--- src/rtl/dcb.sv ---
`default_nettype none
// dcb: BCD countdown timer. Loads a clamped BCD value and counts it down once per DIV enabled clocks,
// with a one-cycle done pulse at zero and optional auto-reload.
module dcb #(
   parameter int DIGITS = 2,
   parameter int DIV    = 1,
   parameter int RELOAD = 0
) (
   input  logic                dcb_clk,
   input  logic                dcb_rst,
   input  logic                dcb_en,
   input  logic                dcb_load,
   input  logic [4*DIGITS-1:0] dcb_load_val,
   output logic [4*DIGITS-1:0] dcb_out,
   output logic                dcb_zero,
   output logic                dcb_busy,
   output logic                dcb_done
);

   localparam int            W    = 4 * DIGITS;
   localparam int            PW   = (DIV > 1) ? $clog2(DIV) : 1;
   localparam logic [PW-1:0] PMAX = PW'(DIV - 1);

   typedef enum logic [1:0] {
      IDLE = 2'd0,
      RUN  = 2'd1,
      DONE = 2'd2
   } state_t;

   state_t        state, state_nxt;
   logic [W-1:0]  cnt, cnt_nxt;
   logic [W-1:0]  rel, rel_nxt;
   logic [W-1:0]  clamped;
   logic [W-1:0]  dec_val;
   logic [PW-1:0] presc, presc_nxt;
   logic          done, done_nxt;
   logic          counting;
   logic          step;
   logic          borrow;

   genvar gi;
   generate
      for (gi = 0; gi < DIGITS; gi++) begin : g_clamp
         assign clamped[4*gi +: 4] = (dcb_load_val[4*gi +: 4] > 4'd9) ? 4'd9 : dcb_load_val[4*gi +: 4];
      end
   endgenerate

   // Ripple-borrow BCD decrement: a zero digit becomes 9 and passes the borrow upward.
   always_comb begin
      dec_val = cnt;
      borrow  = 1'b1;
      for (int i = 0; i < DIGITS; i++) begin
         if (borrow) begin
            if (cnt[4*i +: 4] == 4'd0) begin
               dec_val[4*i +: 4] = 4'd9;
            end else begin
               dec_val[4*i +: 4] = cnt[4*i +: 4] - 4'd1;
               borrow            = 1'b0;
            end
         end
      end
   end

   assign counting = (state == RUN) || ((state == DONE) && (RELOAD != 0));
   assign step     = counting && dcb_en && (presc == PMAX);

   always_comb begin
      state_nxt = state;
      cnt_nxt   = cnt;
      rel_nxt   = rel;
      presc_nxt = presc;
      done_nxt  = 1'b0;
      if (dcb_load) begin
         cnt_nxt   = clamped;
         rel_nxt   = clamped;
         presc_nxt = '0;
         state_nxt = (clamped != '0) ? RUN : DONE;
      end else if (step) begin
         presc_nxt = '0;
         if (state == RUN) begin
            cnt_nxt = dec_val;
            if (dec_val == '0) begin
               state_nxt = DONE;
               done_nxt  = 1'b1;
            end
         end else if (rel != '0) begin
            cnt_nxt   = rel;
            state_nxt = RUN;
         end
      end else if (counting && dcb_en) begin
         presc_nxt = presc + 1'b1;
      end
   end

   always_ff @(posedge dcb_clk or posedge dcb_rst) begin
      if (dcb_rst) begin
         state <= IDLE;
         cnt   <= '0;
         rel   <= '0;
         presc <= '0;
         done  <= 1'b0;
      end else begin
         state <= state_nxt;
         cnt   <= cnt_nxt;
         rel   <= rel_nxt;
         presc <= presc_nxt;
         done  <= done_nxt;
      end
   end

   assign dcb_out  = cnt;
   assign dcb_zero = (cnt == '0);
   assign dcb_busy = (state == RUN);
   assign dcb_done = done;

endmodule
`default_nettype wire

--- config.mk ---
export PLATFORM = sky130hd
export DESIGN_NAME = dcb
export DESIGN_NICKNAME = d
export VERILOG_FILES = /design/src/rtl/dcb.sv
export SDC_FILE = /design/constraint.sdc
export NUM_CORES = 1
export LEC_CHECK = 0
export BUFFER_PORTS_ARGS = -buffer_cell sky130_fd_sc_hd__buf_2
export CAP_MARGIN = 20
export CORE_ASPECT_RATIO = 0.7
export CORE_MARGIN = 2
export CORE_UTILIZATION = 45
export CTS_CLUSTER_DIAMETER = 150
export DETAILED_ROUTE_END_ITERATION = 7
export GPL_ROUTABILITY_DRIVEN = 0
export PLACE_DENSITY = 0.7
export SYNTH_ARGS = -nofsm -noshare
export SYNTH_HDL_FRONTEND = slang
export SYNTH_SLANG_ARGS = --single-unit
--- constraint.sdc ---
create_clock -name dcb_clk -period 2.5 [get_ports dcb_clk]
set_input_delay 0.125 -clock dcb_clk [delete_from_list [all_inputs] [get_ports dcb_clk]]
set_output_delay 0.125 -clock dcb_clk [all_outputs]
set_load 0.02 [all_outputs]
; ---- Yosys cells after proc, flatten, opt, wreduce, memory -nomap -nowiden
; Index checks and enable logic that the tools add are counted.
[totals]
elab_cells = 49
input_bits = 12
output_inout_bits = 11
ff_bits = 20
[op_classes]
bitwise = 1
eq_ne = 2
mux = 23
n_reduce_logical = 13
order_cmp = 2
addsub = 3
[op_table]
columns = operator, n
row1 = 2-to-1 mux 8 bit, 4
row2 = 2-to-1 mux 4 bit, 5
row3 = zero test 8 bit, 2
row4 = nonzero test 8 bit, 2
row5 = 2-to-1 mux 2 bit, 6
row6 = "greater-than comparator 4 bit, second input constant", 2
row7 = zero test 4 bit, 2
row8 = 2-to-1 mux 1 bit, 8
row9 = "subtractor 4 x 1 -> 4 bit, second input constant", 2
row10 = nonzero test 3 bit, 2
row11 = "!= test 3 x 2 -> 1 bit, second input constant", 1
row12 = AND reduction 3 bit, 1
row13 = "== test 2 x 1 -> 1 bit, second input constant", 1
row14 = logical AND 1 bit, 2
row15 = AND reduction 2 bit, 1
row16 = nonzero test 2 bit, 1
row17 = "adder 1 bit, second input constant", 1
row18 = NOT 1 bit, 1

; ---- Longest topological paths before layout
; Gate-level depths: netlist (run 1).
[depth]
word_depth = 8
ltp_mapped = 5
mapped_depth_nobuf = 4

; ---- Worst setup path after synthesis (run 1)
; No wires, ideal clock.
[synth_path]
kind = register to output
from = reg cnt[1] (netlist: dcb_out[1])
to = out dcb_zero
n_path_buf = 0
arrival_ns = 1.315
stages_incl_launch_ff = 4
path_slack_ns = 1.060
required_ns = 2.375
cell_sequence = dfrtp_1 nor3_2 nand2_1 nor3_1
[synth_via]
elab_chain_cells = 1
[synth_rtl]
columns = item, line_no
row1 = from (decl), 31  ; logic [W-1:0] cnt, cnt_nxt;
row2 = from (signal assigned), 104  ; cnt <= cnt_nxt;
row3 = zero test 8 bit, 112  ; assign dcb_zero = (cnt == '0);
row4 = to (decl), 15  ; output logic dcb_zero,
; No other way between the ends.

; ---- Worst setup path after layout (run 1)
; Same ends and word-level chain as after synthesis.

==> reports/results.txt, run 1 <==
Run status = finished clean
Total internal power = 396 uW
Synth top area cells = dfrtp_1 (43%), o21ai_0 (3.4%), nand2_1 (3.4%)
Avg Synthesized Cell Area = 9.61 um^2
Placed cell area = 991 um^2
Family with the most delay on the worst path = simple AND/OR/NAND/NOR gates
Total core area = 1840 um^2
Tot GR Track Use = 20.8%
Worst-path cell chain = nor3_2 > nand2_1 > nor3_1 > buf_2
Tightest Pin Transition = 0.649 ns
Post-route clock period utilization = 65.6%
First-pass detailed-route iteration total = 4
Skew final = 0.00585 ns
Synthesis Warnings = 0
Port bufs = 22
Syn Nets = 103
FP Rows = 13
Clk pwr share = 23.7%
Peak VDD IR = 0.454 mV
Reg2reg start = state[1]
Die Width = 56.7 um
Ports = 23
1st-iter DRT viols = 12
Switching Fraction = 35.5%
WHS = 0.0454 ns
CTS root buffer = clkbuf_4
Number of flops mapped to enable cells by yosys = 0
Setup TNS = 0 ns
CP endpoint kind = output port
Flops & latches, synth = 15
Leakage = 0.450 nW
Asr flop ratio synth = 100%
Worst relative slew slack = 56.6%
CTS tree = yes
Share of the yosys chip area belonging to registers = 42.9%
Final #Nets = 128
Global-route wire length before repair = 3490 um
Most used DFF post-synth = dfrtp_1
Sequential share of power = 49.6%
Final min period = 1.64 ns
Final Cell Area = 1030 um^2
HP Class = in -> reg
Top cells by count, synth = dfrtp_1 (15), nand2_1 (8), nor2_1 (8)
Clock Tree Buf Depth = 2
FMAX = 609 MHz
Non-Filler Instances = 137
Switching pwr = 218 uW
Clock sinks = 15
Combinational Power Share = 26.7%
Yosys top cell area share = 42.9%
Share of layout cells above drive strength 1 = 27.0%
# DRC = 0
Die Area = 2320 um^2
Largest net degree at the start of global routing = 19
CP Class = reg -> out
Clk_lat worst skew = 0.29 ns
CP peak stage delay = 0.48 ns
Die height = 40.9 um
RSZ-0062 raised after global routing = no
Post-synth cell types = 36
Worst EP required = 2.38 ns
Final Power = 614 uW
Setup Viol. Count Final = 0
Final ANT Viol Nets = 0
Maxcap violations = 0
Ant diodes = 0
H-tree depth = 1
HPWL after DPL = 1560 um
CTS Buf Count = 3
Buffers & Inverters on Critical Path = 1
Inst Count DP = 132
Vias per cell = 5.70
Area Growth Syn to Fin = 17.5%
Cell Pwr Density = 598 nW/um^2
Vias in the first global route = 738
Critical Path Slowest Stage Cell = dfrtp_1
Cells after synthesis = 91
Final Hold Vio Count = 0
Initial antenna violation count = 0
CP Max Fanout = 8
Mapped Area = 875 um^2
Initial Util = 47.6%
GRT overflow = 0
DR vias = 781
Fin. max-slew vios = 0
Worst Hold Launch = dcb_en
WP data arrival = 1.52 ns
Setup crit start = dcb_out[1]
Post-CTS Setup Bufs = 0
Area leader, netlist = dfrtp_1
Clock slew at reported path FFs = 0.10 ns
Startpoint Class = flip-flop
Wirelength, routed = 2110 um
Most frequent cell after synthesis = dfrtp_1
Post-DR wirelength/cell = 15.4 um
registers in the layout, indices dropped and copies added (netlist names):
signal	cells
rel	3
dcb_out	8
presc	1
dcb_done	1
state	2
logic make-up (layout without fill, tap and decap cells):
family | after synthesis | after routing | share of synthesized area [%]
mux | 3 | 3 | 3.72
compound gates | 22 | 22 | 16.9
buf+inv | 6 | 30 | 3.72
flops | 15 | 15 | 42.9
simple gates | 45 | 45 | 32.8
routing by layer:
layer	vias up	track usage [%]	share of wire [%]
met5	-	0	0
met4	0	5.36	0.62
met3	2	6.62	4.5
met2	17	35.5	43
met1	378	26.3	52
li1	384	-	-
power groups by stage:
stage / Clock (mW) / Combinational [mW] / Sequential, mW
2_1_floorplan: 0 / 0.0900 / 0.325
3_3_place_gp: 0 / 0.159 / 0.306
3_5_place_dp: 0 / 0.163 / 0.309
4_1_cts: 0.145 / 0.164 / 0.304
5_1_grt: 0.159 / 0.181 / 0.310
6_report: 0.145 / 0.164 / 0.305
cell type report:
type                    count  area [um^2]
inverters                   3         11.3
multi-input cells          70          467
well taps                  22         27.5
clock buffers               4         26.3
repair buffers             23          120
fillers                   188          811
flip-flops and latches     15          375
repair_timing:
| item | CTS | global route |
|---|---|---|
| hold buffers | 1 | 0 |
| hold endpoints to repair | 15 | 0 |
| gates resized for setup | 0 | 0 |
per-stage QoR:
| step | worst slack, ns | util, % |
|---|---|---|
| global placement | 1.06 | 53.9 |
| CTS | 0.874 | 55.9 |
| floorplan | 1.06 | - |
| global route | 0.737 | 55.9 |
| detailed placement | 1.00 | 53.9 |
| finish | 0.859 | 55.9 |
cells in the final DEF (no fill, tap or decap), types with 2 or more instances in the layout:
cell,instances
buf_2,22
dfrtp_1,15
nor2_1,8
nand2_1,8
o21ai_0,6
nor2b_1,4
nand3b_1,4
a21oi_1,3
inv_1,3
nand2b_1,3
clkbuf_4,3
nor3_2,2
nand4_1,2
or4_1,2
o21ai_1,2
o31a_1,2
o21a_1,2
nand3_1,2
a31oi_1,2
nor3_1,2
worst paths after layout:
check                                   to  slack (ns)  cells past startpoint
worst max-delay path              dcb_zero        0.86                      4
worst min-delay path                 presc        0.05                      2
worst max register to register  dcb_out[2]        0.95                      4
worst min register to register      rel[6]        0.49                      2
max in group asynchronous            presc        1.70                      3
min in group asynchronous         state[0]        0.42                      3
Power figures use the tool's default switching activity.
==> inputs of run 2 (changes only) <==
--- a/config.mk
+++ b/config.mk
@@ -13,7 +13,7 @@
 export CTS_CLUSTER_DIAMETER = 150
 export DETAILED_ROUTE_END_ITERATION = 7
 export GPL_ROUTABILITY_DRIVEN = 0
-export PLACE_DENSITY = 0.7
+export PLACE_DENSITY = 0.73
 export SYNTH_ARGS = -nofsm -noshare
 export SYNTH_HDL_FRONTEND = slang
 export SYNTH_SLANG_ARGS = --single-unit
==> constraint.sdc (replaced) <==
create_clock -name dcb_clk -period 1.38 [get_ports dcb_clk]
set_input_delay 0.069 -clock dcb_clk [delete_from_list [all_inputs] [get_ports dcb_clk]]
set_output_delay 0.069 -clock dcb_clk [all_outputs]
set_load 0.02 [all_outputs]
==> run 2 against run 1 <==
  * The flow now finishes with violations (setup timing)
  * Clock skew shrank 0.0035 ns
  * Cell count increased by 8.0%
  * Combinational power grew 130%
  * Core utilization rose by 7.4 points
  * Register-to-register slack got worse by 0.93 ns
  * First-iteration DRC count shrank 58%
  * Total power grew 93%
  * Critical path type unchanged
  * Highest routed layer unchanged
==> reports/results.txt, run 2 (synthesized netlist as in run 1, its figures left out) <==
Peak VDD IR = 0.645 mV (+42%)
Initial Util = 47.6% (unchanged)
Startpoint Class = flip-flop
HP Class = in -> reg
Clk_lat worst skew = 0.29 ns (about the same)
Switching Fraction = 35.4% (-0.11 points)
CP endpoint kind = output port
Ports = 23 (unchanged)
Port bufs = 22 (unchanged)
Most frequent cells in the layout = buf_2 (21), dfrtp_1 (12), buf_4 (11)
Worst EP required = 1.31 ns (-1.07 ns)
Final setup margin = -0.0800 ns (-0.939 ns)
Final Power = 1.18 mW (+93%)
Vias per cell = 5.57 (-2.3%)
Commonest non-fill, non-tap cell in the layout = buf_2
Cell Pwr Density = 1020 nW/um^2 (+70%)
Initial antenna violation count = 0 (unchanged)
First-pass detailed-route iteration total = 5 (+1)
Max FFs per register = 8 (unchanged)
Final #Nets = 139 (+8.6%)
Post-route clock period utilization = 106%
Global-route wire length before repair = 3550 um (+1.6%)
Skew final = 0.00236 ns (-0.00349 ns)
CTS tree = yes
Violated checks = setup timing
DR vias = 824 (+5.5%)
Run status = complete, but fails checks
Tot GR Track Use = 21.6% (+0.81 points)
Fin. max-slew vios = 0 (unchanged)
Largest net degree at the start of global routing = 16 (-3)
Setup Viol. Count Final = 1 (+1)
GRT overflow = 0 (unchanged)
Total core area = 1840 um^2 (unchanged)
Final ANT Viol Nets = 0 (unchanged)
Setup TNS = -0.0800 ns (-0.0800 ns)
FP Rows = 13 (unchanged)
Final Hold Vio Count = 0 (unchanged)
Clock sinks = 15 (unchanged)
Total internal power = 765 uW (+93%)
WP data arrival = 1.39 ns (-0.13 ns)
Sequential share of power = 47.0% (-2.6 points)
Leakage = 0.507 nW (+13%)
H-tree depth = 1 (unchanged)
Vias in the first global route = 756 (+2.4%)
Post-DR wirelength/cell = 14.7 um (-4.4%)
Die height = 40.9 um (unchanged)
Die Area = 2320 um^2 (unchanged)
Area Growth Syn to Fin = 32.9%
Final min period = 1.46 ns
Clk pwr share = 21.7% (-2.0 points)
Clock slew at reported path FFs = 0.09 ns (about the same)
Maxcap violations = 0 (unchanged)
Ant diodes = 0 (unchanged)
Combinational Power Share = 31.3% (+4.6 points)
Tightest Pin Transition = 0.592 ns (-0.0569 ns)
1st-iter DRT viols = 5 (-7)
Worst relative slew slack = 60.5% (+3.8 points)
Switching pwr = 418 uW (+92%)
Die Width = 56.7 um (unchanged)
Wirelength, routed = 2180 um (+3.3%)
CP Max Fanout = 4 (-4)
CTS root buffer = clkbuf_4
Fillers = 175 (-6.9%)
RSZ-0062 raised after global routing = yes
FMAX = 685 MHz
CTS Buf Count = 3 (unchanged)
# DRC = 0 (unchanged)
Share of layout cells above drive strength 1 = 39.7% (+13 points)
CP Class = reg -> out
Clock Tree Buf Depth = 2 (unchanged)
HPWL after DPL = 1600 um (+2.7%)
-- run 2: cell count changes in the layout (fill, tap and decap cells not counted), sizes merged --
cell	previous run	this run
buf	22	32
dlygate4sd3	1	2
-- run 2: layout make-up --
cell class                      instances  area (um^2)  share of cell area, %
Clock buffer                            4         26.3                   2.26
Multi-Input combinational cell         70          510                   43.9
Inverter                                3         11.3                  0.969
Sequential cell                        15          379                   32.6
Timing Repair Buffer                   34          208                   17.9
Tap cell                               22         27.5                   2.37
-- run 2: routing by layer --
layer / vias up / wire, um / track usage (%) / part of all wire (%)
met5: - / 0 / 0 / 0
met4: 0 / 21 / 7.14 / 0.97
met3: 4 / 107 / 7.26 / 4.9
met2: 25 / 990 / 35.8 / 46
met1: 393 / 1060 / 27.3 / 49
li1: 402 / - / - / -
-- run 2: power groups by stage --
stage | Sequential (mW) | Clock, mW | Combinational (mW)
4_1_cts | 0.554 | 0.263 | 0.347
2_1_floorplan | 0.593 | 0 | 0.165
6_report | 0.556 | 0.257 | 0.370
5_1_grt | 0.561 | 0.296 | 0.405
3_5_place_dp | 0.552 | 0 | 0.333
3_3_place_gp | 0.547 | 0 | 0.326
-- run 2: metrics by stage --
step           hold WS [ns]  util, %  setup slack [ns]  std cells  cell area (um^2)
3_5_place_dp          0.163     57.0           -0.0920        138              1050
6_report             0.0294     63.2           -0.0800        148              1160
3_3_place_gp          0.152     57.0           -0.0164        138              1050
2_1_floorplan       -0.0295        -            0.0105         91               886
5_1_grt              0.0369     63.2            -0.148        148              1160
4_1_cts             0.00987     60.7           -0.0660        144              1120
-- run 2: worst paths after layout --
| path | start | endpoint | slack [ns] | cells past startpoint |
|---|---|---|---|---|
| worst min register to register | rel[6] | rel[6] | 0.48 | 2 |
| max in group asynchronous | dcb_rst | dcb_out[2] | 0.58 | 3 |
| min in group asynchronous | dcb_rst | dcb_done | 0.38 | 3 |
| worst max-delay path | dcb_out[5] | dcb_zero | -0.08 | 4 |
| worst min-delay path | dcb_load_val[1] | dcb_out[1] | 0.03 | 3 |
| worst max register to register | dcb_out[1] | dcb_out[5] | 0.02 | 3 |
-- run 2: repair_timing --
| action | in CTS | in global routing |
|---|---|---|
| setup buffers | 0 | 4 |
| gates resized for setup | 7 | 6 |
| setup endpoints to repair | 7 | 7 |
| hold buffers | 2 | 0 |
| pin swaps | 3 | 0 |
| hold endpoints to repair | 16 | 0 |
-- run 2: critical path, cell delays in order (launching register included) --
cell and delay, ns:
dfrtp_1 0.46, nor3_4 0.28, nand2_2 0.09, nor3_2 0.11, buf_4 0.16
==> inputs of run 3 (changes only) <==
--- a/config.mk
+++ b/config.mk
@@ -5,6 +5,7 @@
 export SDC_FILE = /design/constraint.sdc
 export NUM_CORES = 1
 export LEC_CHECK = 0
+export ABC_AREA = 1
 export BUFFER_PORTS_ARGS = -buffer_cell sky130_fd_sc_hd__buf_2
 export CAP_MARGIN = 20
 export CORE_ASPECT_RATIO = 0.7
@@ -13,7 +14,8 @@
 export CTS_CLUSTER_DIAMETER = 150
 export DETAILED_ROUTE_END_ITERATION = 7
 export GPL_ROUTABILITY_DRIVEN = 0
-export PLACE_DENSITY = 0.73
+export PLACE_DENSITY = 0.7
+export RECOVER_POWER = 50
 export SYNTH_ARGS = -nofsm -noshare
 export SYNTH_HDL_FRONTEND = slang
 export SYNTH_SLANG_ARGS = --single-unit
==> run 3 against run 2 <==
  * The flow still finishes with violations (setup timing)
  * Clock power grew 37%
  * Critical path depth did not move
  * Sequential share of layout area grew 2.9 points
  * Combinational power grew to 2.6 times the previous value
  * Register-to-register slack worse by 0.02 ns
  * Final area grew 22%
  * Clock-buffer cell count unchanged
  * Core utilization fell by 5.3 points
  * Routed wire length increased by 21%
  * Critical path type unchanged
==> reports/results.txt, run 3 <==
Avg Synthesized Cell Area = 7.55 um^2 (-21%)
Port bufs = 22 (unchanged)
Maxcap violations = 0 (unchanged)
Total internal power = 1.22 mW (+60%)
Final min period = 1.41 ns (-0.0510 ns)
Final Cell Area = 1410 um^2 (+22%)
Die Area = 2960 um^2 (+28%)
Final #Nets = 199 (+43%)
Run status = complete, but fails checks
Final Hold Vio Count = 0 (unchanged)
Flops & latches, synth = 20 (+5)
Clock Tree Buf Depth = 2 (unchanged)
H-tree depth = 1 (unchanged)
Switching Fraction = 42.0% (+6.7 points)
Synth Area in Compound Gates = 17.8% (+0.90 points)
# DRC = 0 (unchanged)
Peak VDD IR = 0.647 mV (+0.20%)
CTS Buf Count = 3 (unchanged)
Clk pwr share = 16.7% (-5.0 points)
Post-DR wirelength/cell = 11.9 um (-19%)
Largest net degree at the start of global routing = 21 (+5)
Met3 wire length = 147 um (+37%)
Syn Nets = 163 (+58%)
Synth top area cells = dfrtp_1 (44%), nand2_1 (11%), o21ai_0 (8.3%)
Ant diodes = 0 (unchanged)
1st-iter DRT viols = 86 (+81)
Clock slew at reported path FFs = 0.12 ns (+0.03 ns)
Worst-path cell chain = nor2_4 > nand4_1 > nor2_1 > buf_4
Most frequent cells in the layout = nand2_1 (32), inv_1 (22), buf_2 (20)
Post-synthesis mux area share = 0% (-3.7 points)
CP Max Fanout = 5 (+1)
CP peak stage delay = 0.44 ns (-0.02 ns)
Critical Path Slowest Stage Cell = dfrtp_1
CP Class = reg -> out
Cells after synthesis = 151 (+66%)
Met2 routed WL = 1180 um (+19%)
HP Class = in -> reg
Largest family of logic cells by synthesized area = simple AND/OR/NAND/NOR gates
Startpoint Class = flip-flop
Vias per cell = 4.96 (-11%)
Vias in the first global route = 928 (+23%)
First-pass detailed-route iteration total = 4 (-1)
GRT overflow = 0 (unchanged)
CTS root buffer = clkbuf_4
Final ANT Viol Nets = 0 (unchanged)
Area Growth Syn to Fin = 23.9%
Final Power = 2.10 mW (+78%)
Clk_lat worst skew = 0.31 ns (+0.02 ns)
DR vias = 1092 (+33%)
Most frequent cell after synthesis = nand2_1
CTS tree = yes
Fin. max-slew vios = 0 (unchanged)
Post-synth cell types = 23 (-36%)
Reg2reg setup slack = 0 ns (-0.02 ns)
Worst EP required = 1.31 ns (about the same)
Ports = 23 (unchanged)
Tightest Pin Transition = 0.503 ns (-0.0893 ns)
Synth Area in Simple Gates = 29.0% (-3.8 points)
Violated checks = setup timing
Yosys top cell area share = 43.9% (+0.99 points)
Top cells by count, synth = nand2_1 (33), inv_1 (22), dfrtp_1 (20)
Most used DFF post-synth = dfrtp_1
HPWL after DPL = 1960 um (+23%)
Setup Viol. Count Final = 1 (unchanged)
Switching pwr = 885 uW (+110%)
Wirelength, routed = 2630 um (+21%)
Mapped Area = 1140 um^2 (+30%)
Share of layout cells above drive strength 1 = 29.0% (-11 points)
Placed cell area = 1340 um^2 (+28%)
FMAX = 710 MHz (+3.6%)
Area leader, netlist = dfrtp_1
CP endpoint kind = output port
Tot GR Track Use = 18.9% (-2.7 points)
M1 WL = 1270 um (+21%)
Top layer in use = met4
RSZ-0062 raised after global routing = yes
Number of flops mapped to enable cells by yosys = 0 (unchanged)
Cell Pwr Density = 1490 nW/um^2 (+46%)
Adder-Cell Fraction of Synth Area = 0% (unchanged)
Worst relative slew slack = 66.5% (+6.0 points)
Combinational Power Share = 45.1% (+14 points)
Share of the yosys chip area belonging to registers = 43.9% (+0.99 points)
Die Width = 64.2 um (+13%)
Commonest non-fill, non-tap cell in the layout = nand2_1
Post-route clock period utilization = 102% (-3.7 points)
Final setup margin = -0.0290 ns (+0.0510 ns)
WP data arrival = 1.34 ns (-0.05 ns)
FP Rows = 15 (+2)
Clock sinks = 20 (+5)
Initial antenna violation count = 0 (unchanged)
Synthesis Warnings = 0 (unchanged)
Skew final = 0.00679 ns (+0.00444 ns)
Initial Util = 46.7% (-0.87 points)
Synth Area in XOR/XNOR = 0% (unchanged)
Leakage = 0.743 nW (+47%)
Asr flop ratio synth = 100% (unchanged)
Sequential share of power = 38.2% (-8.8 points)
Die height = 46.1 um (+13%)
Global-route wire length before repair = 4160 um (+17%)
Total core area = 2440 um^2 (+33%)
-- run 3: changes by cell type in the layout (fill, tap and decap cells not counted), moves of 6 or more --
cell	change
nand2_1	+25
inv_1	+19
o21ai_0	+13
dfrtp_1	+7
nor2_1	+6
-- run 3: metal layers --
layer	vias to the layer above	global-route usage, %
li1	564	-
met3	2	4.65
met2	36	29.8
met1	490	26.5
met5	-	0
met4	0	5.11
-- run 3: stage by stage --
step | cells | hold slack [ns] | worst slack, ns | setup TNS [ns] | util (%)
after floorplan | 151 | 0.0328 | 0.0113 | 0 | -
after global placement | 213 | 0.107 | 0.0639 | 0 | 54.9
after detailed placement | 213 | 0.121 | -0.00521 | -0.00713 | 54.9
after CTS | 218 | 0.00676 | -0.0359 | -0.0359 | 57.0
after global routing | 220 | 0.0183 | -0.133 | -0.440 | 57.9
final | 220 | 0.0198 | -0.0290 | -0.0290 | 57.9
-- run 3: critical path: cells and delay by family, from the launching register on --
family | cells | cell delay (ns)
flops | 1 | 0.44
simple gates | 3 | 0.45
buf+inv | 1 | 0.14
-- run 3: logic make-up after synthesis --
kind of cell | count (synthesis)
compound gates | 34
simple gates | 70
flops | 20
buf+inv | 27
-- run 3: repair_timing --
action,in CTS,in global routing
hold buffers,1,0
resized for setup,2,7
pin swaps,1,9
buffers inserted,0,2
gates cloned,0,0
endpoints found under the setup margin,3,8
endpoints found under the hold margin,20,0
-- run 3: power by group through the flow --
stage / combinational [mW] / clock, mW / sequential (mW)
after floorplan: 0.501 / 0 / 0.892
after global placement: 0.880 / 0 / 0.801
after detailed placement: 0.886 / 0 / 0.809
after CTS: 0.895 / 0.366 / 0.801
after global routing: 1.05 / 0.390 / 0.819
final: 0.950 / 0.352 / 0.803
-- run 3: path summary, 6_finish.rpt --
check                                     start          to  cells past startpoint
worst max-delay path                 dcb_out[0]    dcb_zero                      4
worst min-delay path            dcb_load_val[5]      rel[5]                      3
worst max register to register       dcb_out[0]    state[0]                     10
worst min register to register           rel[3]      rel[3]                      2
max in group asynchronous               dcb_rst  dcb_out[3]                      4
min in group asynchronous               dcb_rst    dcb_done                      4
-- run 3: final cells by class --
type | instances | area (um^2)
Tap cell | 34 | 42.5
Timing Repair Buffer | 33 | 198
Multi-Input combinational cell | 104 | 541
Fill cell | 247 | 1030
Sequential cell | 20 | 502
Clock buffer | 4 | 36.3
Inverter | 25 | 93.8
